--- config.mk ---
export PLATFORM = sky130hd
export DESIGN_NAME = decode_ctrl
export DESIGN_NICKNAME = d
export VERILOG_FILES = /design/src/rtl/riscv_pkg.sv /design/src/rtl/decode_comb.sv /design/src/rtl/decode_ctrl.sv
export SDC_FILE = /design/constraint.sdc
export NUM_CORES = 1
export LEC_CHECK = 0
export BUFFER_PORTS_ARGS = -buffer_cell sky130_fd_sc_hd__buf_2
export CORE_MARGIN = 4
export CORE_UTILIZATION = 52
export DETAILED_ROUTE_END_ITERATION = 8
export PLACE_DENSITY = 0.85
export SETUP_SLACK_MARGIN = 0.15
export SLEW_MARGIN = 25
export SYNTH_ARGS = -nofsm -noshare
export SYNTH_HDL_FRONTEND = slang
export SYNTH_HIERARCHICAL = 1
export SYNTH_SLANG_ARGS = --single-unit
export TNS_END_PERCENT = 1
--- constraint.sdc ---
create_clock -name clk -period 6.3 [get_ports clk]
set_input_delay 0.945 -clock clk [delete_from_list [all_inputs] [get_ports clk]]
set_output_delay 0.945 -clock clk [all_outputs]
set_load 0.02 [all_outputs]
--- src/rtl/riscv_pkg.sv ---
// Shared RISC-V decode definitions: opcodes, immediate-select codes,
// the ID/EX control bundle and the decode FSM states.
package riscv_pkg;

  localparam logic [6:0] OP_LOAD   = 7'b0000011;
  localparam logic [6:0] OP_STORE  = 7'b0100011;
  localparam logic [6:0] OP_BRANCH = 7'b1100011;
  localparam logic [6:0] OP_JAL    = 7'b1101111;
  localparam logic [6:0] OP_JALR   = 7'b1100111;
  localparam logic [6:0] OP_LUI    = 7'b0110111;
  localparam logic [6:0] OP_AUIPC  = 7'b0010111;
  localparam logic [6:0] OP_IMM    = 7'b0010011;
  localparam logic [6:0] OP_OP     = 7'b0110011;

  localparam logic [2:0] IMM_S = 3'b000;
  localparam logic [2:0] IMM_J = 3'b001;
  localparam logic [2:0] IMM_B = 3'b010;
  localparam logic [2:0] IMM_U = 3'b011;
  localparam logic [2:0] IMM_I = 3'b100;

  typedef struct packed {
    logic is_load;
    logic mem_write;
    logic reg_write;
    logic branch;
    logic jump;
  } ctrl_t;

  typedef enum logic {RUN = 1'b0, TRAP = 1'b1} state_e;

endpackage

--- src/rtl/decode_comb.sv ---
// Purely combinational opcode decoder: controls, imm_sel, legality and
// which source registers the instruction reads.
module decode_comb
  import riscv_pkg::*;
(
  input  logic [6:0] i_opcode,
  input  logic [4:0] i_rd,
  output ctrl_t      o_ctrl,
  output logic [2:0] o_imm_sel,
  output logic       o_legal,
  output logic       o_use_rs1,
  output logic       o_use_rs2
);

  logic w_wr;

  // Opcode classification; unknown opcodes fall through as illegal bubbles.
  always_comb begin
    o_ctrl    = '0;
    o_imm_sel = IMM_I;
    o_legal   = 1'b1;
    o_use_rs1 = 1'b1;
    o_use_rs2 = 1'b0;
    w_wr      = 1'b0;
    case (i_opcode)
      OP_LOAD:   begin o_ctrl.is_load = 1'b1; w_wr = 1'b1; end
      OP_STORE:  begin o_ctrl.mem_write = 1'b1; o_imm_sel = IMM_S; o_use_rs2 = 1'b1; end
      OP_BRANCH: begin o_ctrl.branch = 1'b1; o_imm_sel = IMM_B; o_use_rs2 = 1'b1; end
      OP_JAL:    begin o_ctrl.jump = 1'b1; o_imm_sel = IMM_J; o_use_rs1 = 1'b0; w_wr = 1'b1; end
      OP_JALR:   begin o_ctrl.jump = 1'b1; w_wr = 1'b1; end
      OP_LUI,
      OP_AUIPC:  begin o_imm_sel = IMM_U; o_use_rs1 = 1'b0; w_wr = 1'b1; end
      OP_IMM:    w_wr = 1'b1;
      OP_OP:     begin o_use_rs2 = 1'b1; w_wr = 1'b1; end
      default:   begin o_legal = 1'b0; o_use_rs1 = 1'b0; end
    endcase
    // Writes to x0 are architecturally discarded, so never flag them.
    o_ctrl.reg_write = w_wr && (i_rd != 5'd0);
  end

endmodule

--- src/rtl/decode_ctrl.sv ---
// Decode-stage controller: classifies IF instructions, owns the ID/EX
// slot, inserts load-use bubbles, handles flush and illegal-opcode trap.
module decode_ctrl
  import riscv_pkg::*;
#(
  parameter int XLEN  = 32,
  parameter int CNT_W = 16
) (
  input  logic             clk,
  input  logic             rst_n,
  input  logic             if_valid,
  input  logic [XLEN-1:0]  if_instr,
  input  logic [XLEN-1:0]  if_pc,
  output logic             if_ready,
  input  logic             flush_i,
  input  logic             ex_ready,
  output logic             id_valid,
  output logic [XLEN-1:0]  id_instr,
  output logic [XLEN-1:0]  id_pc,
  output logic [2:0]       imm_sel,
  output logic [4:0]       id_rd,
  output logic [4:0]       id_rs1,
  output logic [4:0]       id_rs2,
  output logic             id_is_load,
  output logic             id_mem_write,
  output logic             id_reg_write,
  output logic             id_branch,
  output logic             id_jump,
  output logic             id_illegal,
  output logic [CNT_W-1:0] stall_cnt
);

  state_e           r_state, w_next;
  logic             r_valid;
  logic [XLEN-1:0]  r_instr, r_pc;
  logic [2:0]       r_imm;
  logic [4:0]       r_rd, r_rs1, r_rs2;
  ctrl_t            r_ctrl;
  logic [CNT_W-1:0] r_cnt;

  ctrl_t            w_ctrl;
  logic [2:0]       w_imm;
  logic             w_legal, w_use_rs1, w_use_rs2;
  logic             w_adv, w_hazard, w_if_ready, w_accept, w_load, w_trap;
  logic [4:0]       w_rs1, w_rs2;

  decode_comb u_dec (
    .i_opcode  (if_instr[6:0]),
    .i_rd      (if_instr[11:7]),
    .o_ctrl    (w_ctrl),
    .o_imm_sel (w_imm),
    .o_legal   (w_legal),
    .o_use_rs1 (w_use_rs1),
    .o_use_rs2 (w_use_rs2)
  );

  assign w_rs1 = if_instr[19:15];
  assign w_rs2 = if_instr[24:20];

  // Hazard only looks at the slot and if_instr; flush_i never reaches if_ready.
  assign w_adv      = !r_valid || ex_ready;
  assign w_hazard   = r_valid && r_ctrl.is_load && (r_rd != 5'd0) &&
                      ((w_use_rs1 && (w_rs1 == r_rd)) || (w_use_rs2 && (w_rs2 == r_rd)));
  assign w_if_ready = w_adv && !w_hazard && (r_state == RUN);
  // A flush discards whatever IF hands over in the same cycle, illegal or not.
  assign w_accept   = if_valid && w_if_ready && !flush_i;
  assign w_load     = w_accept && w_legal;
  assign w_trap     = w_accept && !w_legal;

  // FSM state register.
  always_ff @(posedge clk or negedge rst_n) begin
    if (!rst_n) r_state <= RUN;
    else        r_state <= w_next;
  end

  // Next state: TRAP is terminal until reset.
  always_comb begin
    w_next = r_state;
    if (r_state == RUN && w_trap) w_next = TRAP;
  end

  // ID/EX slot: flush forces a bubble even when EX is not consuming.
  always_ff @(posedge clk or negedge rst_n) begin
    if (!rst_n) begin
      r_valid <= 1'b0;
      r_ctrl  <= '0;
      r_imm   <= IMM_I;
      r_instr <= '0;
      r_pc    <= '0;
      r_rd    <= '0;
      r_rs1   <= '0;
      r_rs2   <= '0;
    end else if (flush_i || w_adv) begin
      if (w_load) begin
        r_valid <= 1'b1;
        r_ctrl  <= w_ctrl;
        r_imm   <= w_imm;
        r_instr <= if_instr;
        r_pc    <= if_pc;
        r_rd    <= if_instr[11:7];
        r_rs1   <= w_rs1;
        r_rs2   <= w_rs2;
      end else begin
        r_valid <= 1'b0;
        r_ctrl  <= '0;
        r_imm   <= IMM_I;
      end
    end
  end

  // Saturating count of load-use bubbles actually inserted.
  always_ff @(posedge clk or negedge rst_n) begin
    if (!rst_n)
      r_cnt <= '0;
    else if (w_adv && !flush_i && w_hazard && (r_cnt != {CNT_W{1'b1}}))
      r_cnt <= r_cnt + CNT_W'(1);
  end

  assign if_ready     = w_if_ready;
  assign id_valid     = r_valid;
  assign id_instr     = r_instr;
  assign id_pc        = r_pc;
  assign imm_sel      = r_imm;
  assign id_rd        = r_rd;
  assign id_rs1       = r_rs1;
  assign id_rs2       = r_rs2;
  assign id_is_load   = r_ctrl.is_load;
  assign id_mem_write = r_ctrl.mem_write;
  assign id_reg_write = r_ctrl.reg_write;
  assign id_branch    = r_ctrl.branch;
  assign id_jump      = r_ctrl.jump;
  assign id_illegal   = (r_state == TRAP);
  assign stall_cnt    = r_cnt;

endmodule

After elaboration in Yosys (flattened, before gate mapping) --
Cells that the tools add are included.
Word-level totals: output and inout port bits 106, bits in registers 105, bits of input ports 69
Operators by class: muxes and demuxes 12, bitwise logic cells 1, add/sub/neg operators 1, reductions and logical operators 32, equal/unequal tests 12
Operator list (number):
- 7-bit by 6-bit equality test with 1-bit output, second input constant | 3
- 7-bit equality test, second input constant | 3
- 16-bit by 1-bit adder with 16-bit output, second input constant | 1
- 1-bit logical AND | 16
- 16-bit inequality test, second input constant | 1
- 7-bit by 5-bit equality test with 1-bit output, second input constant | 2
- 3-bit one-hot mux with 4 select lines | 1
- 5-bit equality test | 2
- 5-bit nonzero test | 2
- 1-bit two-way mux | 9
- 9-bit OR reduction | 1
- 7-bit by 2-bit equality test with 1-bit output, second input constant | 1
- 7-bit OR reduction | 1
- 6-bit OR reduction | 1
- 5-bit two-way mux | 1
- 1-bit logical NOT | 4
- 2-bit OR reduction | 2
- 1-bit logical OR | 3
- 3-bit two-way mux | 1
- 3-bit OR reduction | 1
- 2-bit AND reduction | 1
- 1-bit NOT | 1

Depth between registers and ports, before layout --
Gate-level depths: netlist (run 1).
word-level depth 13, gate-level depth with buffers 11

Modules after synthesis --
The synthesis (run 1) kept the hierarchy.
By module, submodules not included:
- decode_ctrl | cells each 269, area an instance 4082.7 um^2, times used 1
- decode_comb | cells each 36, area an instance 264.0 um^2, times used 1

Worst setup path after synthesis (run 1) --
OpenSTA, ideal clock, no wires.
path kind input to output, start in if_instr[6], end out if_ready, stages on the path 8, arrival 2267 ps, slack 3088 ps, cell sequence buf_4 > and3b_2 > nor2_1 > nor3_1 > nand2_1 > o22ai_1 > and2_4 > nor3_1
On the way: word-level cells in the longest chain between the ends 9
RTL lines:
- from (decl) | RTL line decode_ctrl.sv:12 | input logic [XLEN-1:0] if_instr,
- 7-bit by 2-bit equality test with 1-bit output (tied with other cells) | RTL line decode_comb.sv:25 | case (i_opcode)
- 6-bit OR reduction (no line) (*)
- 1-bit two-way mux (*) | RTL line decode_comb.sv:25
- named net w_use_rs1 | RTL line decode_ctrl.sv:43 | logic w_legal, w_use_rs1, w_use_rs2;
- 1-bit logical AND (*) | RTL line decode_ctrl.sv:63 | ((w_use_rs1 && (w_rs1 == r_rd)) || (w_use_rs2 && (w_rs2 == r_rd)));
- 1-bit logical OR (*) | RTL line decode_ctrl.sv:63
- 1-bit logical AND (*) | RTL line decode_ctrl.sv:62 | assign w_hazard = r_valid && r_ctrl.is_load && (r_rd != 5'd0) &&
- 1-bit logical NOT (*) | RTL line decode_ctrl.sv:64 | assign w_if_ready = w_adv && !w_hazard && (r_state == RUN);
- 1-bit logical AND (*) (2 in series) | RTL line decode_ctrl.sv:64
- to (decl) | RTL line decode_ctrl.sv:14 | output logic if_ready,
The timed path passes the listed nets; every way through them passes the cells marked *.

Worst setup path after layout (run 1) --
start in if_instr[3], end out if_ready
On the way: word-level cells in the longest chain between the ends 9
RTL lines (RTL line):
- 7-bit by 6-bit equality test with 1-bit output / 7-bit equality test (equally long branches) | decode_comb.sv:25
- 3-bit OR reduction (no line) (*)
- 1-bit two-way mux (*) | decode_comb.sv:25
- named net w_use_rs2 | decode_ctrl.sv:43
- 1-bit logical AND (*) | decode_ctrl.sv:63
- 1-bit logical OR (*) | decode_ctrl.sv:63
- 1-bit logical AND (*) | decode_ctrl.sv:62
- 1-bit logical NOT (*) | decode_ctrl.sv:64
- 1-bit logical AND (*) (2 in series) | decode_ctrl.sv:64
Marked as above.

==> flow_summary.ini, run 1 <==
[outcome]
outcome = finished, final reports clean

[timing]
final-max-slew-violation-count = 0
maxSlewHeadroom_pct = 56.9
worst_pin_slew_ns = 0.647
setup_violations = 0
finalSetupTns_ns = 0
finalHoldViolations = 0
min_period_ns = 3.45
final.setup_skew_ns = 0.0138
rsz0062_at_grt = no
max_clock_freq_mhz = 290
final_min_period_over_clock_period_pct = 54.7

[synthesis]
post_synth_main_area_contributors = sky130_fd_sc_hd__dfrtp_1 51%, sky130_fd_sc_hd__mux2_4 21%, sky130_fd_sc_hd__xnor2_1 2.8%, sky130_fd_sc_hd__buf_12 2.8%, sky130_fd_sc_hd__buf_4 2.8%
synthArstFlopShare_pct = 100
synthesis.nets = 375
synth_cell_type_count = 48
ys_dominant_reg_cell = sky130_fd_sc_hd__dfrtp_1
synthMostInstantiatedCell = sky130_fd_sc_hd__dfrtp_1
synth_cells = 305
syn_avg_cell_area_um2 = 14.3
synth_seq_area_share_pct = 51.8
netlist.area_leader.share_pct = 51.2
yosysTopAreaCell = sky130_fd_sc_hd__dfrtp_1
synth.cells.most_frequent = 89 x sky130_fd_sc_hd__dfrtp_1, 60 x sky130_fd_sc_hd__mux2_4, 16 x sky130_fd_sc_hd__buf_4
yosys_warnings = 6
synth_edf_count = 0
syn-cell-area_um2 = 4350
synth-seq-cells = 90

[drt]
met2_wirelength_mm = 4.89
dr.pass1.iters = 4
route.detailed.vias_per_inst = 5.19
drc = 0
detailedRoute.firstIterationViolations = 83
wl_met3_um = 779
dr.max_layer_used = met4
route.vias.total = 2978
antenna_violating_nets_post_route = 0
met1_length_mm = 4.26
routedWlPerCell_um = 17.5
postRouteWirelength_mm = 10.0

[place]
placed_area_um2 = 5080
portBuffers = 174
dp_cells = 558
dp_hpwl_mm = 7.60
place_congestion = 0.809

[worst_hold_path]
hold_class = flop to flop

[clocking]
postCtsHoldBufs = 0
clockRootBuffer = sky130_fd_sc_hd__clkbuf_8
htreeDepth = 3
clk_latency_ns = 0.35
cts.sink_count = 90
cts_buffer_depth = 2
cts.repair.resized = 0
cts_post_setup_buffers_inserted = 0
tritoncts = done
clkSlewWorstSetupHoldPaths_ns = 0.08
tritoncts.num_buffers = 9

[job]
maxCapViolCount = 0

[power_and_ir_drop]
comb_power_share_pct = 6.5
ir_worst_vdd_uv = 98.4
p_int_w = 0.000754
switchingPower_w = 0.000248
pwr-share-seq_pct = 58.0
p_clk_share_pct = 35.5
leakagePower_nw = 2.92
power_density_over_the_cells_nw_per_um2 = 191
p_sw_share_pct = 24.8

[global_routing]
antenna_violations_before_repair = 0
remaining_overflow_grt = 0
grt_first_pass_wirelength_mm = 16.2
grt.total_usage_pct = 20.7
first_global_vias = 3079
largest_net_degree_at_the_start_of_global_routing = 51

[floorplanning]
floorplan.rows = 33
die-area_um2 = 9890
top_level_ports = 175
floorplan.core_area_um2 = 8180
die_w_um = 99.4
dieHeight_um = 99.4
floorplan.initialDensity_pct = 53.2

[worst_setup_path]
cp_data_required_time_ns = 5.35
worst_setup_path_end_kind = output pin
timing.setup.critical_path_class = input port to output pin
wp_data_arrival_ns = 2.50
crit_fanout = 9
start_kind = input port

[finish]
fill_cells = 622
fin_cells = 574
drive_above_1_share_pct = 57.6
layout.cell_area.non_filler_um2 = 5260
area.growth.synth_to_final_pct = 21.0
antenna_cells = 0
fin_nets = 534
==> placed cells by master, fill, tap and decap left out, types with 2 or more instances in the layout <==
master,netlist,layout
sky130_fd_sc_hd__nand2_1,11,11
sky130_fd_sc_hd__inv_1,5,5
sky130_fd_sc_hd__mux2_4,60,60
sky130_fd_sc_hd__dfrtp_1,89,89
sky130_fd_sc_hd__clkinvlp_4,0,3
sky130_fd_sc_hd__nor2b_1,3,3
sky130_fd_sc_hd__buf_4,16,4
sky130_fd_sc_hd__nor2_1,14,14
sky130_fd_sc_hd__xnor2_1,14,14
sky130_fd_sc_hd__mux2_2,4,4
sky130_fd_sc_hd__a221oi_2,2,2
sky130_fd_sc_hd__inv_6,0,2
sky130_fd_sc_hd__a21o_1,2,2
sky130_fd_sc_hd__xor2_1,11,11
sky130_fd_sc_hd__nor4_1,5,5
sky130_fd_sc_hd__clkbuf_8,0,9
sky130_fd_sc_hd__nand4_1,7,7
sky130_fd_sc_hd__a22o_1,7,7
sky130_fd_sc_hd__nand3_1,7,7
sky130_fd_sc_hd__nor4_2,2,2
sky130_fd_sc_hd__buf_2,3,173
sky130_fd_sc_hd__nor3_1,7,7
==> worst max-delay path: stages <==
cell	delay (ns)
sky130_fd_sc_hd__buf_2	0.16
sky130_fd_sc_hd__or3_4	0.43
sky130_fd_sc_hd__a211oi_2	0.21
sky130_fd_sc_hd__nand2_1	0.07
sky130_fd_sc_hd__o22ai_1	0.24
sky130_fd_sc_hd__and2_4	0.24
sky130_fd_sc_hd__nor3_1	0.05
sky130_fd_sc_hd__buf_2	0.16
==> flip-flops by register name, indices dropped and copies added (netlist names) <==
name          flops
imm_sel           3
id_jump           1
id_reg_write      1
id_is_load        1
stall_cnt        16
id_pc            32
id_instr         32
id_branch         1
id_illegal        1
id_valid          1
id_mem_write      1
==> path summary, 6_finish.rpt <==
path	end	start	slack, ns	depth (start not counted)
worst max-delay path	if_ready	if_instr[3]	2.85	8
worst min-delay path	id_pc[9]$_DFFE_PN0P_	id_pc[9]$_DFFE_PN0P_	0.50	1
worst max register to register	id_pc[11]$_DFFE_PN0P_	id_instr[7]$_DFFE_PN0P_	3.56	6
worst min register to register	id_pc[9]$_DFFE_PN0P_	id_pc[9]$_DFFE_PN0P_	0.50	1
max in group asynchronous	id_instr[19]$_DFFE_PN0P_	rst_n	4.72	2
min in group asynchronous	stall_cnt[5]$_DFFE_PN0P_	rst_n	0.55	1
==> through the flow <==
stage               worst slack, ns  total power, W  util [%]  hold WS [ns]
detailed placement             2.85        0.000659      62.2         0.477
floorplan                      3.09        0.000617         -         0.540
global placement               2.90        0.000656      62.2         0.466
CTS                            2.85         0.00101      64.3         0.505
global route                   2.73         0.00105      64.3         0.530
finish                         2.85         0.00100      64.3         0.498
==> kinds of logic after synthesis <==
kind of cell,count (synthesis),synth area share [%]
flops,90,51.8
simple gates,69,9.38
mux,65,22.0
buf+inv,34,7.17
xor+xnor,25,5.04
compound gates,21,4.26
fa+ha+maj,1,0.288
==> per-layer routing <==
metal  vias up  track usage (%)
met4         0             5.25
met5         -                0
met3        12             4.56
li1       1374                -
met2       131             34.1
met1      1461             28.0
==> power by group through the flow <==
| stage | clock network, W | logic (W) | registers [W] |
|---|---|---|---|
| after floorplan | 0 | 0.0000215 | 0.000596 |
| after global placement | 0 | 0.0000633 | 0.000593 |
| after detailed placement | 0 | 0.0000658 | 0.000593 |
| after CTS | 0.000365 | 0.0000662 | 0.000581 |
| after global routing | 0.000391 | 0.0000722 | 0.000582 |
| final | 0.000356 | 0.0000652 | 0.000581 |
==> final cells by class <==
type	instances	area (µm²)	area share, %
Timing Repair Buffer	177	896	17.0
Tap cell	105	131	2.50
Multi-Input combinational cell	181	1780	33.9
Clock inverter	6	48.8	0.928
Sequential cell	90	2250	42.9
Inverter	5	18.8	0.357
Clock buffer	10	128	2.43
Note: power is estimated with default switching activity, not from simulation.
==> inputs of run 2 (changes only) <==
Settings changed: CORE_UTILIZATION 52 to 44, PLACE_DENSITY 0.85 to 0.77.
Clock period 6.3 ns to 2.8 ns, I/O delays scaled along.
==> run 2 against run 1 <==
Compared with the run above:
- power is 120% higher
- worst setup slack worse by 2.6 ns
- routed wire length is 0.42% higher
- global-route usage is 3.5 points lower
- sequential share of layout area is 0.58 points lower
- clock power is 110% higher
- non-clock buffer count is 4 higher
- combinational power is 130% higher
- core utilization is 9.3 points lower
- cell count is 5.2% higher
- register-to-register slack worse by 3.3 ns
- critical path type is now flop to flop
- largest cell class unchanged
- highest routed layer unchanged
==> flow_summary.ini, run 2 (synthesis results as in run 1) <==
[floorplanning]
floorplan.rows = 36
floorplan.core_area_um2 = 9680
dieHeight_um = 107
die-area_um2 = 11500
top_level_ports = 175
floorplan.initialDensity_pct = 44.9
die_w_um = 107

[worst_setup_path]
critPathSlowestCell = sky130_fd_sc_hd__dfrtp_1
cp_data_required_time_ns = 3.01
wp_data_arrival_ns = 2.78
cells_along_the_critical_path = or3_1, o311a_1, and2_4, nor4b_4, buf_6, mux2_4
worst_setup_path_end_kind = flop
timing.setup.critical_path_class = flop to flop
critical-path-max-stage-delay_ns = 0.45
crit_fanout = 30
start_kind = flop

[timing]
worst_pin_slew_ns = 0.807
rsz0062_at_grt = yes
finalSetupTns_ns = 0
min_period_ns = 2.56
final-max-slew-violation-count = 0
max_clock_freq_mhz = 390
final_min_period_over_clock_period_pct = 91.5
finalHoldViolations = 0
maxSlewHeadroom_pct = 46.2
setup_violations = 0
final.setup_skew_ns = 0.0130

[power_and_ir_drop]
comb_power_share_pct = 6.8
power_density_over_the_cells_nw_per_um2 = 416
p_sw_share_pct = 23.1
p_clk_share_pct = 34.2
pwr-share-seq_pct = 59.0
p_int_w = 0.00170
ir_worst_vdd_uv = 257
switchingPower_w = 0.000512
leakagePower_nw = 2.95

[clocking]
tritoncts = done
cts.sink_count = 90
clkSlewWorstSetupHoldPaths_ns = 0.09
htreeDepth = 3
cts_buffer_depth = 2
postCtsHoldBufs = 0
clockRootBuffer = sky130_fd_sc_hd__clkbuf_8
clk_latency_ns = 0.34
tritoncts.num_buffers = 9

[worst_hold_path]
hold_class = input port to async pin

[place]
dp_hpwl_mm = 7.30
place_congestion = 0.797
portBuffers = 174
dp_cells = 589

[drt]
route.vias.total = 2967
route.detailed.vias_per_inst = 4.91
antenna_violating_nets_post_route = 0
drc = 0
routedWlPerCell_um = 16.7
postRouteWirelength_mm = 10.1
detailedRoute.firstIterationViolations = 111
dr.pass1.iters = 4

[global_routing]
remaining_overflow_grt = 0
largest_net_degree_at_the_start_of_global_routing = 91
antenna_violations_before_repair = 0
grt.total_usage_pct = 17.2
first_global_vias = 2978
grt_first_pass_wirelength_mm = 15.8

[job]
maxCapViolCount = 0

[finish]
antenna_cells = 0
fin_nets = 538
most_common_cell_after_layout_fill_and_taps_aside = sky130_fd_sc_hd__buf_2
finalCoreUtilization_pct = 55.0
area.growth.synth_to_final_pct = 22.6
most-common-layout-cells = 173 x sky130_fd_sc_hd__buf_2, 89 x sky130_fd_sc_hd__dfrtp_1, 60 x sky130_fd_sc_hd__mux2_4, 14 x sky130_fd_sc_hd__xnor2_1, 14 x sky130_fd_sc_hd__nor2_1
drive_above_1_share_pct = 57.7
fin_cells = 604

[outcome]
outcome = finished, final reports clean
==> run 2: final timing paths <==
kind                                          from                         to  slack (ns)  cells after the start
hold reg to reg               id_pc[9]$_DFFE_PN0P_       id_pc[9]$_DFFE_PN0P_        0.50                      1
max in group asynchronous                    rst_n  stall_cnt[12]$_DFFE_PN0P_        2.11                      1
min in group clk                          if_pc[9]       id_pc[9]$_DFFE_PN0P_        0.30                      2
setup reg to reg           id_instr[9]$_DFFE_PN0P_   id_instr[15]$_DFFE_PN0P_        0.24                      6
setup / recovery           id_instr[9]$_DFFE_PN0P_   id_instr[15]$_DFFE_PN0P_        0.24                      6
hold / removal                               rst_n   id_instr[27]$_DFFE_PN0P_        0.16                      1
==> run 2: cell type report <==
cell class,count,area (µm²)
Fill cell,809,4350
Sequential cell,90,2250
Multi-Input combinational cell,181,1780
Clock inverter,3,17.5
Clock buffer,11,141
Inverter,5,18.8
Timing Repair Buffer,181,951
Tap cell,133,166
==> run 2: timing repair <==
| action | 4_1_cts | 5_1_grt |
|---|---|---|
| setup endpoints to repair | 0 | 36 |
| resized for setup | 0 | 1 |
| buffers inserted | 0 | 0 |
==> run 2: power by group through the flow <==
stage | Combinational, W | Sequential [W] | Clock [W]
floorplan | 0.0000483 | 0.00134 | 0
global placement | 0.000146 | 0.00133 | 0
detailed placement | 0.000151 | 0.00133 | 0
CTS | 0.000152 | 0.00131 | 0.000789
global route | 0.000165 | 0.00131 | 0.000856
finish | 0.000150 | 0.00131 | 0.000758
==> run 2: worst max-delay path: cells and delay by family (launching register included) <==
family	cells	cell delay [ns]
AND/OR/NAND/NOR	3	0.92
flip-flops	1	0.45
buffers and inverters	1	0.38
AO/OA/AOI/OAI	1	0.33
multiplexers	1	0.33
==> run 2: stage by stage <==
stage,setup slack (ns),area [µm²],total power [W],hold slack (ns)
floorplan,0.407,4350,0.00139,0.124
global placement,0.226,5150,0.00148,0.469
detailed placement,0.162,5150,0.00148,0.484
CTS,0.191,5310,0.00225,0.167
global route,0.141,5330,0.00233,0.198
finish,0.238,5330,0.00222,0.155
==> run 2: metal layers <==
layer  GRT usage (%)  wire [µm]  vias to the layer above
li1                -          -                     1392
met4            3.52         85                        0
met3            4.80        694                       10
met1            23.3       4570                     1439
met5               0          0                        -
met2            27.8       4740                      126
==> inputs of run 3 (changes only) <==
Settings changed: REMOVE_ABC_BUFFERS set to 1.
==> run 3 against run 2 <==
Compared with the run above:
- global-route usage increased by 0.31 points
- sequential power about the same
- worst setup slack got worse by 0.014 ns
- cell count increased by 0.83%
- fmax decreased by 0.54%
- count of clock-buffer cells in the layout increased by 2
- largest cell class unchanged
- highest routed layer unchanged
==> flow_summary.ini, run 3 (synthesis results as in run 1) <==
[outcome]
outcome = finished, final reports clean

[timing]
setup_violations = 0
min_period_ns = 2.58
maxSlewHeadroom_pct = 45.5
finalHoldViolations = 0
final_min_period_over_clock_period_pct = 92.0
final-max-slew-violation-count = 0
finalSetupTns_ns = 0
max_clock_freq_mhz = 388
rsz0062_at_grt = no
final.setup_skew_ns = 0.0115
worst_pin_slew_ns = 0.817

[power_and_ir_drop]
p_sw_share_pct = 21.9
leakagePower_nw = 2.99
switchingPower_w = 0.000518
power_density_over_the_cells_nw_per_um2 = 437
p_int_w = 0.00185
p_clk_share_pct = 38.4
comb_power_share_pct = 6.4
total_power_w = 0.00237
ir_worst_vdd_uv = 207
pwr-share-seq_pct = 55.2

[floorplanning]
die-area_um2 = 11500
die_w_um = 107
floorplan.core_area_um2 = 9680
floorplan.rows = 36
top_level_ports = 175
dieHeight_um = 107
floorplan.initialDensity_pct = 44.9

[finish]
most-common-layout-cells = 173 x sky130_fd_sc_hd__buf_2, 89 x sky130_fd_sc_hd__dfrtp_1, 60 x sky130_fd_sc_hd__mux2_4, 14 x sky130_fd_sc_hd__xnor2_1, 14 x sky130_fd_sc_hd__nor2_1
fin_nets = 542
fill_cells = 806
area.growth.synth_to_final_pct = 24.6
layout.cell_area.non_filler_um2 = 5420
ff_latch_area_um2 = 2250
most_common_cell_after_layout_fill_and_taps_aside = sky130_fd_sc_hd__buf_2
antenna_cells = 0
drive_above_1_share_pct = 58.2
multiInputGateArea_um2 = 1780

[clocking]
htreeDepth = 3
tritoncts = done
tritoncts.num_buffers = 9
clkSlewWorstSetupHoldPaths_ns = 0.08
cts_buffer_depth = 2
cts.sink_count = 90
clk_latency_ns = 0.35
postCtsHoldBufs = 0
clockRootBuffer = sky130_fd_sc_hd__clkbuf_8

[place]
portBuffers = 174
dp_hpwl_mm = 7.32
place_congestion = 0.807
placed_area_um2 = 5190

[global_routing]
antenna_violations_before_repair = 0
met1_demand_to_capacity_share_in_global_routing_pct = 23.7
largest_net_degree_at_the_start_of_global_routing = 91
grt.total_usage_pct = 17.5
grt_first_pass_wirelength_mm = 15.9
grt_busiest_layer = met2
grtUsageMet2_pct = 27.9
globalRouteMet3Util_pct = 3.60
remaining_overflow_grt = 0
first_global_vias = 3021

[drt]
routedWlPerCell_um = 16.7
postRouteWirelength_mm = 10.2
route.vias.total = 2993
drc = 0
antenna_violating_nets_post_route = 0
dr.pass1.iters = 4
detailedRoute.firstIterationViolations = 133
route.detailed.vias_per_inst = 4.91

[worst_setup_path]
wp_data_arrival_ns = 2.80
timing.critical_path.buf_inv = 2
timing.setup.critical_path_class = flop to flop
start_kind = flop
critPathSlowestCell = sky130_fd_sc_hd__dfrtp_1
crit_fanout = 24
cells_along_the_critical_path = or3_1, o311a_1, and2_4, nor4b_4, buf_4, buf_6, mux2_4
critical-path-max-stage-delay_ns = 0.48
worst_setup_path_end_kind = flop
cp_data_required_time_ns = 3.03
crit_family = simple AND/OR/NAND/NOR gates

[job]
maxCapViolCount = 0

[worst_hold_path]
hold_class = input port to async pin
[run 3: per-layer routing]
metal / wire length, µm / vias to the layer above
met5: 0 / -
met4: 137 / 0
met3: 659 / 12
met2: 4930 / 104
met1: 4440 / 1485
li1: - / 1392
[run 3: area by class of cell]
cell class | count | area share, %
clock buffer | 13 | 3.12
clock inverter | 2 | 0.647
inverter | 5 | 0.346
multi-input combinational | 181 | 32.9
sequential | 90 | 41.6
tap | 133 | 3.07
timing repair buffer | 185 | 18.3
[run 3: power by group through the flow]
stage                     Sequential [W]  Clock, W  Combinational, W
after floorplan                  0.00134         0         0.0000354
after global placement           0.00133         0          0.000149
after detailed placement         0.00133         0          0.000154
after CTS                        0.00131  0.000940          0.000155
after global routing             0.00131   0.00101          0.000168
final                            0.00131  0.000910          0.000151
[run 3: per-stage QoR]
stage	instances	setup slack [ns]	hold WS, ns	util [%]
after floorplan	276	-2.63	0.124	-
after global placement	592	0.277	0.470	53.6
after detailed placement	592	0.219	0.471	53.6
after CTS	607	0.198	0.170	55.7
after global routing	609	0.160	0.206	55.9
final	609	0.224	0.126	55.9
[run 3: repair_timing]
action,CTS,global route
buffers inserted,0,1
endpoints found under the setup margin,0,27
gates resized for setup,0,1
[run 3: worst paths after layout]
kind	startpoint	endpoint	slack (ns)	cells after the start
max	id_instr[9]$_DFFE_PN0P_	id_instr[19]$_DFFE_PN0P_	0.22	7
max reg2reg	id_instr[9]$_DFFE_PN0P_	id_instr[19]$_DFFE_PN0P_	0.22	7
max in group asynchronous	rst_n	id_reg_write$_DFFE_PN0P_	2.10	1
min	rst_n	id_pc[4]$_DFFE_PN0P_	0.13	1
min in group clk	if_pc[9]	id_pc[9]$_DFFE_PN0P_	0.29	2
min reg2reg	id_pc[9]$_DFFE_PN0P_	id_pc[9]$_DFFE_PN0P_	0.49	1
